### src/rtl/opcode_type_pkg.sv
// Opcode class definitions shared by the decoder and the stage sequencer.
//
// opcode_t is a one-hot vector with one bit per instruction class. A legal
// decode sets exactly one bit. Bit positions are given by the Op* indices.
package opcode_type_pkg;

  localparam int unsigned NumOpClasses = 11;

  typedef logic [NumOpClasses-1:0] opcode_t;

  localparam int unsigned OpLui      = 0;
  localparam int unsigned OpAuipc    = 1;
  localparam int unsigned OpJal      = 2;
  localparam int unsigned OpJalr     = 3;
  localparam int unsigned OpBranch   = 4;
  localparam int unsigned OpLoad     = 5;
  localparam int unsigned OpStore    = 6;
  localparam int unsigned OpImmArith = 7;
  localparam int unsigned OpRegArith = 8;
  localparam int unsigned OpFence    = 9;
  localparam int unsigned OpSystem   = 10;

endpackage

### src/rtl/seq_pkg.sv
// Shared types and encodings for the stage sequencer.
//
// Contents: FSM state enum, pc_sel / wb_sel encodings and a helper that
// flags an illegal opcode class (no bits set or more than one bit set).
// Config macro: SEQ_ILLEGAL_TRAP_EN adds the StTrap state.
package seq_pkg;

  import opcode_type_pkg::*;

  typedef enum logic [2:0] {
    StIdle,
    StFetch,
    StDecode,
    StExec,
    StMem,
    StWb
`ifdef SEQ_ILLEGAL_TRAP_EN
    ,
    StTrap
`endif
  } seq_state_e;

  // Next-PC source
  localparam logic [1:0] PcSelPlus4  = 2'b00;
  localparam logic [1:0] PcSelTarget = 2'b01;
  localparam logic [1:0] PcSelTrap   = 2'b10;

  // Writeback source
  localparam logic [1:0] WbSelAlu = 2'b00;
  localparam logic [1:0] WbSelMem = 2'b01;
  localparam logic [1:0] WbSelPc4 = 2'b10;

  // Illegal when the vector is not exactly one-hot. x & (x-1) clears the
  // lowest set bit, so a non-zero result means a second bit was set.
  function automatic logic class_illegal(input opcode_t op);
    return (op == '0) || ((op & (op - 1'b1)) != '0);
  endfunction

endpackage

### src/rtl/instret_counter.sv
// Retired-instruction counter.
//
// Ports:
//   clk   - clock, rising edge
//   rst   - asynchronous active-low reset, clears the count
//   inc   - add one to the count on the next edge
//   count - current count, wraps from all-ones to zero
module instret_counter (
  input  logic        clk,
  input  logic        rst,
  input  logic        inc,
  output logic [31:0] count
);

  logic [31:0] count_q;

  always_ff @(posedge clk or negedge rst) begin
    if (!rst) begin
      count_q <= '0;
    end else if (inc) begin
      count_q <= count_q + 32'd1;
    end
  end

  assign count = count_q;

endmodule

### src/rtl/stage_sequencer.sv
// Multi-cycle instruction stage sequencer.
//
// Steps each instruction through FETCH, DECODE, EXEC, optional MEM and WB,
// raising the memory handshakes and the PC / register-file strobes for the
// datapath. Outputs are decoded from the state register and the class
// registered in DECODE; ir_we additionally follows imem_ack during FETCH.
//
// Config macro: SEQ_ILLEGAL_TRAP_EN
//   defined   - illegal classes take a one-cycle TRAP state (trap=1,
//               pc_sel=trap vector, no retire)
//   undefined - illegal classes retire as a NOP through WB; trap tied to 0
//
// Ports:
//   clk, rst      - clock (rising edge), asynchronous active-low reset
//   opcode_type   - one-hot class from the decoder, sampled in DECODE
//   imem_req/ack  - instruction fetch handshake; ir_we loads the IR
//   branch_taken  - comparator result, sampled in EXEC for branches
//   dmem_req/we/ack - data memory handshake
//   pc_we, pc_sel - PC update strobe and source select
//   rf_we, wb_sel - register file write and writeback source select
//   trap, retire  - illegal-instruction and instruction-complete pulses
//   instret       - retired-instruction count
module stage_sequencer
  import opcode_type_pkg::*;
  import seq_pkg::*;
(
  input  logic        clk,
  input  logic        rst,
  input  opcode_t     opcode_type,
  output logic        imem_req,
  input  logic        imem_ack,
  output logic        ir_we,
  input  logic        branch_taken,
  output logic        dmem_req,
  output logic        dmem_we,
  input  logic        dmem_ack,
  output logic        pc_we,
  output logic [1:0]  pc_sel,
  output logic        rf_we,
  output logic [1:0]  wb_sel,
  output logic        trap,
  output logic        retire,
  output logic [31:0] instret
);

  seq_state_e state_q, state_d;
  opcode_t    class_q;
  logic       taken_q;
  logic       cls_illegal;
  logic       cls_mem;

  assign cls_illegal = class_illegal(class_q);
  assign cls_mem     = class_q[OpLoad] | class_q[OpStore];

  // State register
  always_ff @(posedge clk or negedge rst) begin
    if (!rst) begin
      state_q <= StIdle;
    end else begin
      state_q <= state_d;
    end
  end

  // Class and branch outcome are captured once per instruction and held
  // until the next instruction overwrites them.
  always_ff @(posedge clk or negedge rst) begin
    if (!rst) begin
      class_q <= '0;
      taken_q <= 1'b0;
    end else begin
      if (state_q == StDecode) begin
        class_q <= opcode_type;
      end
      if (state_q == StExec && class_q[OpBranch]) begin
        taken_q <= branch_taken;
      end
    end
  end

  // Next-state logic
  always_comb begin
    state_d = state_q;
    case (state_q)
      StIdle:   state_d = StFetch;
      StFetch:  if (imem_ack) state_d = StDecode;
      StDecode: state_d = StExec;
      StExec: begin
        if (cls_illegal) begin
`ifdef SEQ_ILLEGAL_TRAP_EN
          state_d = StTrap;
`else
          state_d = StWb;
`endif
        end else if (cls_mem) begin
          state_d = StMem;
        end else begin
          state_d = StWb;
        end
      end
      StMem:    if (dmem_ack) state_d = StWb;
      StWb:     state_d = StFetch;
`ifdef SEQ_ILLEGAL_TRAP_EN
      StTrap:   state_d = StFetch;
`endif
      default:  state_d = StIdle;
    endcase
  end

  // Output decode
  logic trap_d;

  always_comb begin
    imem_req = 1'b0;
    ir_we    = 1'b0;
    dmem_req = 1'b0;
    dmem_we  = 1'b0;
    pc_we    = 1'b0;
    pc_sel   = PcSelPlus4;
    rf_we    = 1'b0;
    wb_sel   = WbSelAlu;
    trap_d   = 1'b0;
    retire   = 1'b0;
    case (state_q)
      StFetch: begin
        imem_req = 1'b1;
        ir_we    = imem_ack;
      end
      StMem: begin
        dmem_req = 1'b1;
        dmem_we  = class_q[OpStore];
      end
      StWb: begin
        pc_we  = 1'b1;
        retire = 1'b1;
        // An illegal class only reaches WB when trapping is disabled; it
        // then retires as a NOP with all per-class outputs left at 0.
        if (!cls_illegal) begin
          unique case (1'b1)
            class_q[OpLui], class_q[OpAuipc],
            class_q[OpImmArith], class_q[OpRegArith]: begin
              rf_we  = 1'b1;
              wb_sel = WbSelAlu;
            end
            class_q[OpJal], class_q[OpJalr]: begin
              rf_we  = 1'b1;
              wb_sel = WbSelPc4;
              pc_sel = PcSelTarget;
            end
            class_q[OpBranch]: begin
              pc_sel = taken_q ? PcSelTarget : PcSelPlus4;
            end
            class_q[OpLoad]: begin
              rf_we  = 1'b1;
              wb_sel = WbSelMem;
            end
            class_q[OpStore], class_q[OpFence], class_q[OpSystem]: begin
              rf_we = 1'b0;
            end
            default: ;
          endcase
        end
      end
`ifdef SEQ_ILLEGAL_TRAP_EN
      StTrap: begin
        trap_d = 1'b1;
        pc_we  = 1'b1;
        pc_sel = PcSelTrap;
      end
`endif
      default: ;
    endcase
  end

`ifdef SEQ_ILLEGAL_TRAP_EN
  assign trap = trap_d;
`else
  assign trap = 1'b0;
  logic unused_trap;
  assign unused_trap = trap_d;
`endif

  instret_counter u_instret (
    .clk   (clk),
    .rst   (rst),
    .inc   (retire),
    .count (instret)
  );

endmodule

### config.mk
export PLATFORM = sky130hd
export DESIGN_NAME = stage_sequencer
export DESIGN_NICKNAME = d
export VERILOG_FILES = /design/src/rtl/opcode_type_pkg.sv /design/src/rtl/seq_pkg.sv /design/src/rtl/instret_counter.sv /design/src/rtl/stage_sequencer.sv
export SDC_FILE = /design/constraint.sdc
export NUM_CORES = 1
export LEC_CHECK = 0
export BUFFER_PORTS_ARGS = -buffer_cell sky130_fd_sc_hd__buf_2
export CELL_PAD_IN_SITES_DETAIL_PLACEMENT = 1
export CELL_PAD_IN_SITES_GLOBAL_PLACEMENT = 1
export CORE_ASPECT_RATIO = 0.7
export CORE_UTILIZATION = 30
export DETAILED_ROUTE_END_ITERATION = 12
export PLACE_DENSITY = 0.59
export SETUP_SLACK_MARGIN = 0.2
export SYNTH_ARGS = -nofsm -noshare
export SYNTH_HDL_FRONTEND = slang
export SYNTH_SLANG_ARGS = --single-unit
### constraint.sdc
create_clock -name clk -period 2.1 [get_ports clk]
set_clock_uncertainty 0.05 [all_clocks]
set_input_delay 0 -clock clk [delete_from_list [all_inputs] [get_ports clk]]
set_output_delay 0 -clock clk [all_outputs]
set_load 0.02 [all_outputs]
Yosys cells after proc, flatten, opt, wreduce, memory -nomap -nowiden
Index checks and enable logic that the tools add are counted.

Output and inout port bits: 44. Bits in registers: 47.

$add $sub $neg: 2. Eq/ne operators: 7. Mux-type cells: 20. Bitwise logic cells: 2. Reductions and logical operators: 9.

Operator list (count): $add A32 B1 Y32 const B (1); $pmux W3 S5 (1); $mux W1 (12); $and A11 B11 Y11 (1); $logic_not A11 Y1 (1); $reduce_bool A11 Y1 (1); $sub A11 B1 Y11 const B (1); $mux W3 (3); $reduce_or A7 Y1 (1); $eq A3 B2 Y1 const B (2); $eq A3 B3 Y1 const B (2); $mux W2 (2); $ne A2 B2 Y1 const B (2); $pmux W2 S2 (1); $reduce_or A2 Y1 (2); $eq A3 B1 Y1 const B (1); $logic_not A3 Y1 (1); $pmux W1 S2 (1); $reduce_and A2 Y1 (1); $logic_and A1 B1 Y1 (1); $logic_or A1 B1 Y1 (1); $or A1 B1 Y1 (1).

Longest topological paths before layout
Gate-level depths: netlist (run 1).

Depth after elaboration: 6. Mapped depth: 7. Gate-level depth less buffers: 6.

Cells and area by module
Synthesis (run 1) repeated with hierarchy kept, for this count alone.

Cell total of the unflattened synthesis: 206. Area, all modules: 2303.5 µm².

Modules (own cells, without submodules): instret_counter (instances 1, area each 1448.9 µm², cells an instance 123); stage_sequencer (instances 1, area each 854.6 µm², cells an instance 83).

Least setup slack after synthesis (run 1)
Ideal clock, no wire load.

Path kind: register -> output. From: reg class_q[0]. To: out rf_we. Data required time: 2.050 ns. Data arrival time: 2.083 ns. Stages on the path, launching flop included: 5. Setup slack: -0.033 ns. Buffers on the path: 0. Cells stage by stage: dfrtp_1 or4_4 a2111oi_4 a21oi_2 nor4_1.

Word-level cells in the longest chain between the ends: 6. Elaborated cells between the ends (all ways): 9. Classes of those cells: 1 x add/sub; 3 x mux; 1 x bitwise; 4 x reduce/logical.

Ends and longest elaborated chain: start: declaration (RTL line stage_sequencer.sv:47) `opcode_t class_q;`; start signal: assignment (RTL line stage_sequencer.sv:72) `class_q <= opcode_type;`; $sub A11 B1 Y11 (RTL line seq_pkg.sv:36) `return (op == '0) || ((op & (op - 1'b1)) != '0);`; $and A11 B11 Y11 (RTL line seq_pkg.sv:36); $reduce_bool A11 Y1 (RTL line seq_pkg.sv:36); $logic_or A1 B1 Y1 (RTL line seq_pkg.sv:36); $mux W1 * (RTL line stage_sequencer.sv:137) `if (!cls_illegal) begin`; $mux W1 * (RTL line stage_sequencer.sv:123) `case (state_q)`; end: declaration (RTL line stage_sequencer.sv:39) `output logic rf_we,`.

Every way passes the cells marked *; elsewhere a longest branch is shown, timed or not.

Worst setup path after layout (run 1)
From: reg class_q[0]. To: out wb_sel[1].

Word-level cells in the longest chain between the ends: 6. Elaborated cells between the ends (all ways): 7. Classes of those cells: 1 x add/sub; 2 x mux; 1 x bitwise; 3 x reduce/logical.

Ends and longest elaborated chain: $sub A11 B1 Y11 (RTL line seq_pkg.sv:36); $and A11 B11 Y11 (RTL line seq_pkg.sv:36); $reduce_bool A11 Y1 (RTL line seq_pkg.sv:36); $logic_or A1 B1 Y1 * (RTL line seq_pkg.sv:36); $mux W2 * (RTL line stage_sequencer.sv:137); $mux W2 * (RTL line stage_sequencer.sv:123); end: declaration (RTL line stage_sequencer.sv:40) `output logic [1:0] wb_sel,`.

Marked as above.

==> results of run 1 <==
## Yosys cell counts, drive strengths merged
cell / instances
nor3: 2
nor2: 6
nand3b: 2
o21bai: 1
a21o: 1
mux2: 11
o31a: 1
o221ai: 1
nor3b: 2
or4: 2
xnor2: 27
nor4: 7
conb: 1
maj3: 1
and4: 3
nand2: 17
nor2b: 1
and3: 7
inv: 3
a211oi: 2
nand4: 7
buf: 5
or2: 2
a2111oi: 2
ha: 1
nand3: 12
and2: 3
a21oi: 3
nand4b: 1
xor2: 5
o21ai: 2
clkbuf: 2
dfrtp: 47
nand2b: 1
or3: 1
a221oi: 1
## state kept, by name (all words and copies together) (netlist names)
name,flops
state_q,3
class_q,11
u_instret.count,32
taken_q,1
## worst reg2reg max path, cell delays in order, from the launching register on
cell	delay, ns
dfrtp_1	0.38
or4_4	0.58
nor2_4	0.12
xnor2_2	0.14
a21oi_4	0.12
o31a_1	0.32
## what timing repair did
action / 4_1_cts / 5_1_grt
gates resized for setup: 10 / 7
hold buffers: 14 / 0
pin swaps: 6 / 2
setup buffers: 4 / 3
setup endpoints to repair: 6 / 17
endpoints found under the hold margin: 48 / 0
## per-layer routing
layer / part of all wire, % / track usage (%) / vias to the layer above
met1: 51 / 21.3 / 893
met4: 1.1 / 5.63 / 0
met5: 0 / 0 / -
met3: 3.9 / 3.16 / 5
li1: - / - / 861
met2: 44 / 24.1 / 35
## cell type report
class / count / area (um^2) / share of cell area [%]
repair buffers: 90 / 573 / 18.8
clock inverters: 1 / 5.00 / 0.165
well taps: 94 / 118 / 3.87
clock buffers: 7 / 86.3 / 2.84
flip-flops and latches: 47 / 1180 / 38.8
multi-input cells: 137 / 1070 / 35.1
inverters: 3 / 11.3 / 0.370
## per-stage QoR
| stage | cells | utilization [%] | setup WS, ns | power (uW) | TNS, ns |
|---|---|---|---|---|---|
| final | 379 | 43.8 | -0.0285 | 3110 | -0.0511 |
| after global routing | 379 | 43.8 | -0.104 | 3310 | -0.241 |
| after CTS | 376 | 43.2 | -0.0460 | 3090 | -0.0955 |
| after detailed placement | 350 | 38.7 | 0.0697 | 2340 | 0 |
| after global placement | 350 | 38.7 | 0.104 | 2320 | 0 |
| after floorplan | 194 | - | -0.0106 | 1960 | -0.0213 |
## power by group through the flow
stage / clock [uW] / combinational [uW] / sequential [uW]
floorplan: 0 / 633 / 1330
global placement: 0 / 1020 / 1300
detailed placement: 0 / 1030 / 1310
CTS: 600 / 1200 / 1290
global route: 630 / 1360 / 1320
finish: 565 / 1260 / 1280
## layout by cell type (no fill, tap or decap), drive strengths merged, types with 2 or more instances in the layout
cell type	synthesis	layout
a21oi	3	3
xor2	5	5
conb	1	2
a211oi	2	2
nand2	17	17
inv	3	3
and3	7	7
buf	5	76
nor3	2	2
and4	3	3
or2	2	2
dlygate4sd3	0	14
or4	2	2
nand4	7	7
clkbuf	2	7
nor4	7	7
dfrtp	47	47
nor2	6	6
nand3	12	12
nor3b	2	2
mux2	11	11
a2111oi	2	2
and2	3	3
o21ai	2	2
nand3b	2	2
xnor2	27	27
## path summary, 6_finish.rpt
kind	startpoint	to	slack [ns]	cells after the start
worst max-delay path	class_q[0]	wb_sel[1]	-0.03	6
worst min-delay path	dmem_ack	state_q[0]	0.07	4
worst max register to register	class_q[0]	state_q[0]	0.28	5
worst min register to register	u_instret.count[31]	u_instret.count[31]	0.42	1
max in group asynchronous	rst	class_q[5]	1.03	3
min in group asynchronous	rst	u_instret.count[8]	0.29	2
## logic make-up (layout without fill, tap and decap cells)
family,count (synthesis),in the layout
compound gates,14,14
flops,47,47
xor+xnor,32,32
fa+ha+maj,2,2
simple gates,76,76
other cells,1,2
buf+inv,10,101
mux,11,11
==> flow_summary.json, run 1 <==
{
  "run_status": "complete, but fails checks",
  "failing_checks": "negative setup slack",
  "design.die.area_um2": 7760,
  "grt_setup_unrepaired": "yes",
  "wp_data_required_ns": 2.05,
  "drt_drc_violations_left": 0,
  "layout_min_cycle_time_ns": 2.13,
  "fillCellCount": 804,
  "tritoncts": "yes",
  "grtUsageTotal_pct": 15.3,
  "power_density_nw_per_um2": 1020,
  "synthesis.area_um2": 2220,
  "max_stage_delay_on_crit_path_ns": 0.58,
  "timing.final.ws_setup_ns": -0.0285,
  "clkSlewWorstSetupHoldPaths_ns": 0.09,
  "design_area_um2": 3040,
  "p_comb_share_pct": 40.4,
  "critical_path.startpoint_type": "register",
  "synth-adder-area-share_pct": 1.01,
  "postSynthRegisterBits": 47,
  "synth_mux_area_share_pct": 5.57,
  "viasPerCell": 4.73,
  "dr.pass1.iters": 4,
  "globalRoute.totalOverflow": 0,
  "crit_path_end_kind": "output port",
  "synth_top_cell_by_area": "dfrtp_1",
  "place_congestion": 0.731,
  "complex_gate_fraction_of_the_synthesized_area_pct": 5.74,
  "drive_above_1_share_pct": 38.9,
  "leading_post_synthesis_cells_by_cell_area": "dfrtp_1 53%, xnor2_1 11%, mux2_2 3.0%",
  "cts_buffer_depth": 2,
  "grt_pass1_vias": 1814,
  "cell_internal_pwr_uw": 1940,
  "combinational_family_with_the_most_area_after_synthesis": "simple AND/OR/NAND/NOR gates",
  "number_of_buffers_and_inverters_on_the_critical_path": 1,
  "tightestPinTransition_ns": 0.843,
  "dieWidth_um": 105,
  "net-switching-power_uw": 1170,
  "post-route-period-util_pct": 101,
  "power.share.switching_pct": 37.6,
  "netlist.area_leader.share_pct": 52.9,
  "drt-wirelength-per-cell_um": 14.6,
  "grt_max_degree": 38,
  "hold_slack_ns": 0.0669,
  "port_buffers": 57,
  "finalSetupViolations": 2,
  "hpwl_um": 4030,
  "path_class": "register to output port",
  "timing.fmax_mhz": 470,
  "io-pin-count": 60,
  "synthesis.instances": 193,
  "worst_ep_arrival_time_ns": 2.08,
  "clockRootBuffer": "clkbuf_8",
  "initial_core_util_pct": 32.0,
  "cellLeakagePower_uw": 0.00146,
  "ant_nets": 0,
  "n_diodes": 0,
  "synthDistinctLibCells": 44,
  "ctsHtreeMaxLevel": 2,
  "report.final.hold_viol_count": 0,
  "grt_pass1_wl_um": 9140,
  "critical_path_peak_fanout": 5,
  "floorplan_die_height_um": 74.0,
  "synth-seq-area-share_pct": 52.9,
  "postPlaceCellArea_um2": 2690,
  "max-slew-margin-rel_pct": 43.8,
  "antenna_found_initial": 0,
  "via_count": 1794,
  "fp.coreArea_um2": 6940,
  "synth-xor-area-share_pct": 12.6,
  "synth_warnings": 0,
  "p_seq_share_pct": 41.4,
  "site_rows": 25,
  "cts_inserted_buffers": 5,
  "share_of_power_burned_in_the_clock_network_pct": 18.2,
  "maxSlewViolCount": 0,
  "insertion_delay_ns": 0.30,
  "maximum_vdd_drop_mv": 0.473,
  "crit_slowest_cell": "or4_4",
  "synth.avg_cell_area_um2": 11.5,
  "final_nets": 301,
  "post_synth_and_or_nand_nor_area_fraction_pct": 19.7,
  "area_growth_pct": 36.9,
  "timing.critical_path.cells": "or4_4 -> nor2_4 -> xnor2_2 -> a21oi_4 -> nor4_2 -> buf_2",
  "wl_um": 5550,
  "clkSinkCount": 47,
  "drt_iter0_markers": 46,
  "maxCapViolCount": 0,
  "min-delay-path-class": "input pin to register",
  "cp_top_family": "simple AND/OR/NAND/NOR gates"
}
(Power assumes the default switching activity.)
==> inputs of run 2 (changes only) <==
--- a/config.mk
+++ b/config.mk
@@ -16,3 +16,4 @@
 export SYNTH_ARGS = -nofsm -noshare
 export SYNTH_HDL_FRONTEND = slang
 export SYNTH_SLANG_ARGS = --single-unit
+export TNS_END_PERCENT = 30
==> flow_summary.json, run 2 (synthesis results as in run 1) <==
{
  "tightestPinTransition_ns": 0.618,
  "timing.final.ws_setup_ns": -0.0685,
  "drive_above_1_share_pct": 40.5,
  "cts_buffer_depth": 2,
  "end_of_flow_core_utilization_pct": 45.3,
  "report.final.hold_viol_count": 0,
  "failing_checks": "negative setup slack",
  "drt_drc_violations_left": 0,
  "maxCapViolCount": 0,
  "p_comb_share_pct": 40.4,
  "fp.coreArea_um2": 6940,
  "grt_pass1_vias": 1767,
  "port_buffers": 57,
  "antenna_found_initial": 0,
  "grt_setup_unrepaired": "yes",
  "number_of_buffers_and_inverters_on_the_critical_path": 1,
  "p_seq_share_pct": 38.7,
  "via_count": 1788,
  "ctsHtreeMaxLevel": 2,
  "max_stage_delay_on_crit_path_ns": 0.58,
  "design.die.area_um2": 7760,
  "cp_top_family": "simple AND/OR/NAND/NOR gates",
  "max-slew-margin-rel_pct": 58.8,
  "grt_max_degree": 26,
  "cts_inserted_buffers": 5,
  "insertion_delay_ns": 0.30,
  "dr.pass1.iters": 4,
  "tritoncts": "yes",
  "timing.critical_path.cells": "or4_4 -> nor2_4 -> xnor2_2 -> a21oi_4 -> nor4_4 -> buf_4",
  "ant_nets": 0,
  "largest_reg_flops": 32,
  "wp_data_required_ns": 2.05,
  "dieWidth_um": 105,
  "crit_slowest_cell": "or4_4",
  "drt-wirelength-per-cell_um": 14.6,
  "maxSlewViolCount": 0,
  "area_growth_pct": 41.6,
  "n_diodes": 0,
  "clkSinkCount": 47,
  "clkSlewWorstSetupHoldPaths_ns": 0.09,
  "worst_ep_arrival_time_ns": 2.12,
  "globalRoute.totalOverflow": 0,
  "leading_cell_type_in_the_layout_fill_and_taps_excluded": "buf_2",
  "site_rows": 25,
  "path_class": "register to output port",
  "hpwl_um": 4020,
  "timing.fmax_mhz": 461,
  "postPlaceCellArea_um2": 2710,
  "design_area_um2": 3150,
  "worst-r2r-setup-slack_ns": 0.16,
  "cell_internal_pwr_uw": 2100,
  "layout.cells.most_common_list": "55 x buf_2, 47 x dfrtp_1, 25 x xnor2_1, 18 x buf_4, 14 x dlygate4sd3_1",
  "min-delay-path-class": "input pin to register",
  "viasPerCell": 4.73,
  "grtUsageTotal_pct": 15.4,
  "critical_path_peak_fanout": 5,
  "wl_um": 5520,
  "fillCellCount": 795,
  "place_congestion": 0.749,
  "layout_min_cycle_time_ns": 2.17,
  "power_density_nw_per_um2": 1050,
  "finalSetupViolations": 4,
  "maximum_vdd_drop_mv": 0.407,
  "post-route-period-util_pct": 103,
  "share_of_power_burned_in_the_clock_network_pct": 20.9,
  "floorplan_die_height_um": 74.0,
  "clockRootBuffer": "clkbuf_8",
  "grt_pass1_wl_um": 9160,
  "final_nets": 300,
  "io-pin-count": 60,
  "run_status": "complete, but fails checks",
  "crit_path_end_kind": "output port",
  "cellLeakagePower_uw": 0.00155,
  "critical_path.startpoint_type": "register",
  "initial_core_util_pct": 32.0,
  "overall_power_uw": 3320,
  "net-switching-power_uw": 1220,
  "drt_iter0_markers": 40,
  "power.share.switching_pct": 36.7
}
run 2: layout make-up:
cell class	instances	area, um^2	area share (%)
clock inverter	2	35.0	1.11
clock buffer	6	82.6	2.62
sequential	47	1180	37.4
multi-input combinational	137	1140	36.3
tap	94	118	3.74
timing repair buffer	89	582	18.5
inverter	3	11.3	0.358
run 2: worst paths after layout:
kind                       depth (start not counted)                  end                 from
max reg2reg                                        6           state_q[0]           class_q[0]
min                                                4           state_q[0]             dmem_ack
max in group asynchronous                          3  u_instret.count[14]                  rst
max                                                6                rf_we           class_q[0]
min reg2reg                                        1  u_instret.count[31]  u_instret.count[31]
min in group asynchronous                          2           class_q[6]                  rst
run 2: worst register-to-register path, delay by kind of cell (launching register included):
| family | cells | cell delay, ns |
|---|---|---|
| simple gates | 2 | 0.70 |
| compound gates | 2 | 0.40 |
| flops | 1 | 0.39 |
| buf+inv | 1 | 0.16 |
| xor+xnor | 1 | 0.14 |
run 2: through the flow:
stage,hold slack [ns],instances,TNS (ns),setup slack [ns]
floorplan,-0.346,194,-0.0213,-0.0106
global placement,-0.00257,351,0,0.110
detailed placement,0.00324,351,0,0.0556
CTS,0.0496,376,-0.277,-0.129
global route,0.0886,378,-0.537,-0.173
finish,0.0651,378,-0.118,-0.0685
run 2: what timing repair did:
action | CTS | global route
pin swaps | 7 | 10
hold buffers | 14 | 0
resized for setup | 7 | 25
setup buffers | 3 | 2
endpoints found under the hold margin | 37 | 0
endpoints found under the setup margin | 6 | 19
run 2: power by group through the flow:
| stage | sequential (uW) | clock (uW) | combinational [uW] |
|---|---|---|---|
| floorplan | 1330 | 0 | 632 |
| global placement | 1290 | 0 | 1060 |
| detailed placement | 1300 | 0 | 1070 |
| CTS | 1280 | 719 | 1200 |
| global route | 1320 | 758 | 1460 |
| finish | 1280 | 693 | 1340 |
run 2: routing by layer:
metal / part of all wire (%) / track usage, % / up-vias / wire [um]
li1: - / - / 864 / -
met5: 0 / 0 / - / 0
met2: 42 / 22.0 / 42 / 2340
met4: 1.0 / 5.16 / 0 / 58
met1: 53 / 22.9 / 877 / 2910
met3: 3.8 / 3.68 / 5 / 208
==> inputs of run 3 (changes only) <==
--- a/config.mk
+++ b/config.mk
@@ -10,8 +10,10 @@
 export CELL_PAD_IN_SITES_GLOBAL_PLACEMENT = 1
 export CORE_ASPECT_RATIO = 0.7
 export CORE_UTILIZATION = 30
+export CTS_BUF_LIST = sky130_fd_sc_hd__clkbuf_2
 export DETAILED_ROUTE_END_ITERATION = 12
 export PLACE_DENSITY = 0.59
+export REMOVE_ABC_BUFFERS = 1
 export SETUP_SLACK_MARGIN = 0.2
 export SYNTH_ARGS = -nofsm -noshare
 export SYNTH_HDL_FRONTEND = slang
==> flow_summary.json, run 3 (synthesis results as in run 1) <==
{
  "wl_um": 5650,
  "design.die.area_um2": 7760,
  "dieWidth_um": 105,
  "drt-wirelength-per-cell_um": 14.7,
  "cellLeakagePower_uw": 0.00147,
  "insertion_delay_ns": 0.41,
  "port_buffers": 57,
  "maxCapViolCount": 0,
  "viasPerCell": 4.70,
  "ctsHtreeMaxLevel": 2,
  "share_of_power_burned_in_the_clock_network_pct": 12.9,
  "leading_cell_type_in_the_layout_fill_and_taps_excluded": "buf_2",
  "drive_above_1_share_pct": 40.0,
  "n_diodes": 0,
  "place_congestion": 0.696,
  "clkSlewWorstSetupHoldPaths_ns": 0.23,
  "path_class": "register to output port",
  "drt_drc_violations_left": 0,
  "dr.pass1.iters": 4,
  "maximum_vdd_drop_mv": 0.458,
  "dpl_worst_slack_ns": 0.0713,
  "cts_inserted_buffers": 5,
  "run_status": "complete, but fails checks",
  "cts_buffer_depth": 2,
  "clkSinkCount": 47,
  "hold_slack_ns": 0.281,
  "grt_max_degree": 21,
  "grt_setup_unrepaired": "yes",
  "wp_data_required_ns": 2.05,
  "site_rows": 25,
  "maxSlewViolCount": 0,
  "final_nets": 306,
  "clockRootBuffer": "clkbuf_2",
  "p_comb_share_pct": 42.0,
  "grtUsageTotal_pct": 15.3,
  "tritoncts": "yes",
  "antenna_found_initial": 0,
  "initial_core_util_pct": 32.0,
  "crit_path_end_kind": "output port",
  "failing_checks": "negative setup slack",
  "max-slew-margin-rel_pct": 64.8,
  "power.share.switching_pct": 39.3,
  "fp.coreArea_um2": 6940,
  "post-route-period-util_pct": 110,
  "cell_internal_pwr_uw": 1770,
  "ant_nets": 0,
  "worst_ep_arrival_time_ns": 2.27,
  "fin_setup_tns_ns": -0.726,
  "globalRoute.totalOverflow": 0,
  "largest_reg_flops": 32,
  "grt_pass1_vias": 1728,
  "critical_path_peak_fanout": 5,
  "timing.fmax_mhz": 432,
  "timing.final.ws_setup_ns": -0.216,
  "area_growth_pct": 36.4,
  "hpwl_um": 4130,
  "grt_pass1_wl_um": 9180,
  "power_density_nw_per_um2": 960,
  "layout_min_cycle_time_ns": 2.32,
  "via_count": 1805,
  "p_seq_share_pct": 45.0,
  "floorplan_die_height_um": 74.0,
  "io-pin-count": 60,
  "overall_power_uw": 2910,
  "layout.cells.most_common_list": "57 x buf_2, 42 x dfrtp_1, 26 x xnor2_1, 20 x buf_4, 17 x dlygate4sd3_1",
  "drt_iter0_markers": 58,
  "finalSetupViolations": 4,
  "report.final.hold_viol_count": 0,
  "tightestPinTransition_ns": 0.526,
  "critical_path.startpoint_type": "register",
  "end_of_flow_core_utilization_pct": 43.6,
  "net-switching-power_uw": 1140,
  "min-delay-path-class": "input pin to register"
}
## run 3: worst paths after layout
path	start	to	slack (ns)	cells past startpoint
max in group asynchronous	rst	class_q[2]	0.50	4
worst max register to register	class_q[2]	state_q[0]	0.08	7
worst min register to register	u_instret.count[31]	u_instret.count[31]	0.44	1
min in group asynchronous	rst	class_q[10]	0.57	4
worst max-delay path	class_q[2]	rf_we	-0.22	6
worst min-delay path	opcode_type[4]	class_q[4]	0.28	3
## run 3: cell type report
cell class | instances | area [um^2]
well taps | 94 | 118
inverters | 3 | 11.3
clock inverters | 1 | 5.00
multi-input cells | 137 | 1060
fillers | 818 | 3910
flip-flops and latches | 47 | 1180
clock buffers | 7 | 35.0
repair buffers | 95 | 617
## run 3: power by group through the flow
stage | clock network [uW] | logic, uW | registers [uW]
finish | 376 | 1220 | 1310
global route | 422 | 1330 | 1350
CTS | 405 | 1070 | 1300
detailed placement | 0 | 1010 | 1320
global placement | 0 | 992 | 1310
floorplan | 0 | 586 | 1340
## run 3: metrics by stage
| step | cell area, um^2 | std cells |
|---|---|---|
| floorplan | 2190 | 187 |
| global placement | 2690 | 351 |
| detailed placement | 2690 | 351 |
| CTS | 2920 | 378 |
| global route | 3030 | 384 |
| finish | 3030 | 384 |
## run 3: timing repair
item / CTS / global route
pin swaps: 7 / 10
cloned: 0 / 0
endpoints found under the hold margin: 61 / 0
setup endpoints to repair: 9 / 18
buffers inserted: 2 / 6
hold buffers: 17 / 0
resized for setup: 5 / 18
## run 3: worst max-delay path: stages (launching register included)
cell and delay (ns):
dfrtp_2 0.49, or4_4 0.54, nor2_4 0.12, xnor2_2 0.14, a21oi_4 0.11, nor4_2 0.27
buf_2 0.20
## run 3: metal layers
layer,GRT usage [%],part of all wire [%],vias to the layer above
met1,22.9,51,890
met5,0,0,-
met4,4.69,1.0,0
met3,2.98,3.6,6
met2,22.6,45,36
li1,-,-,873
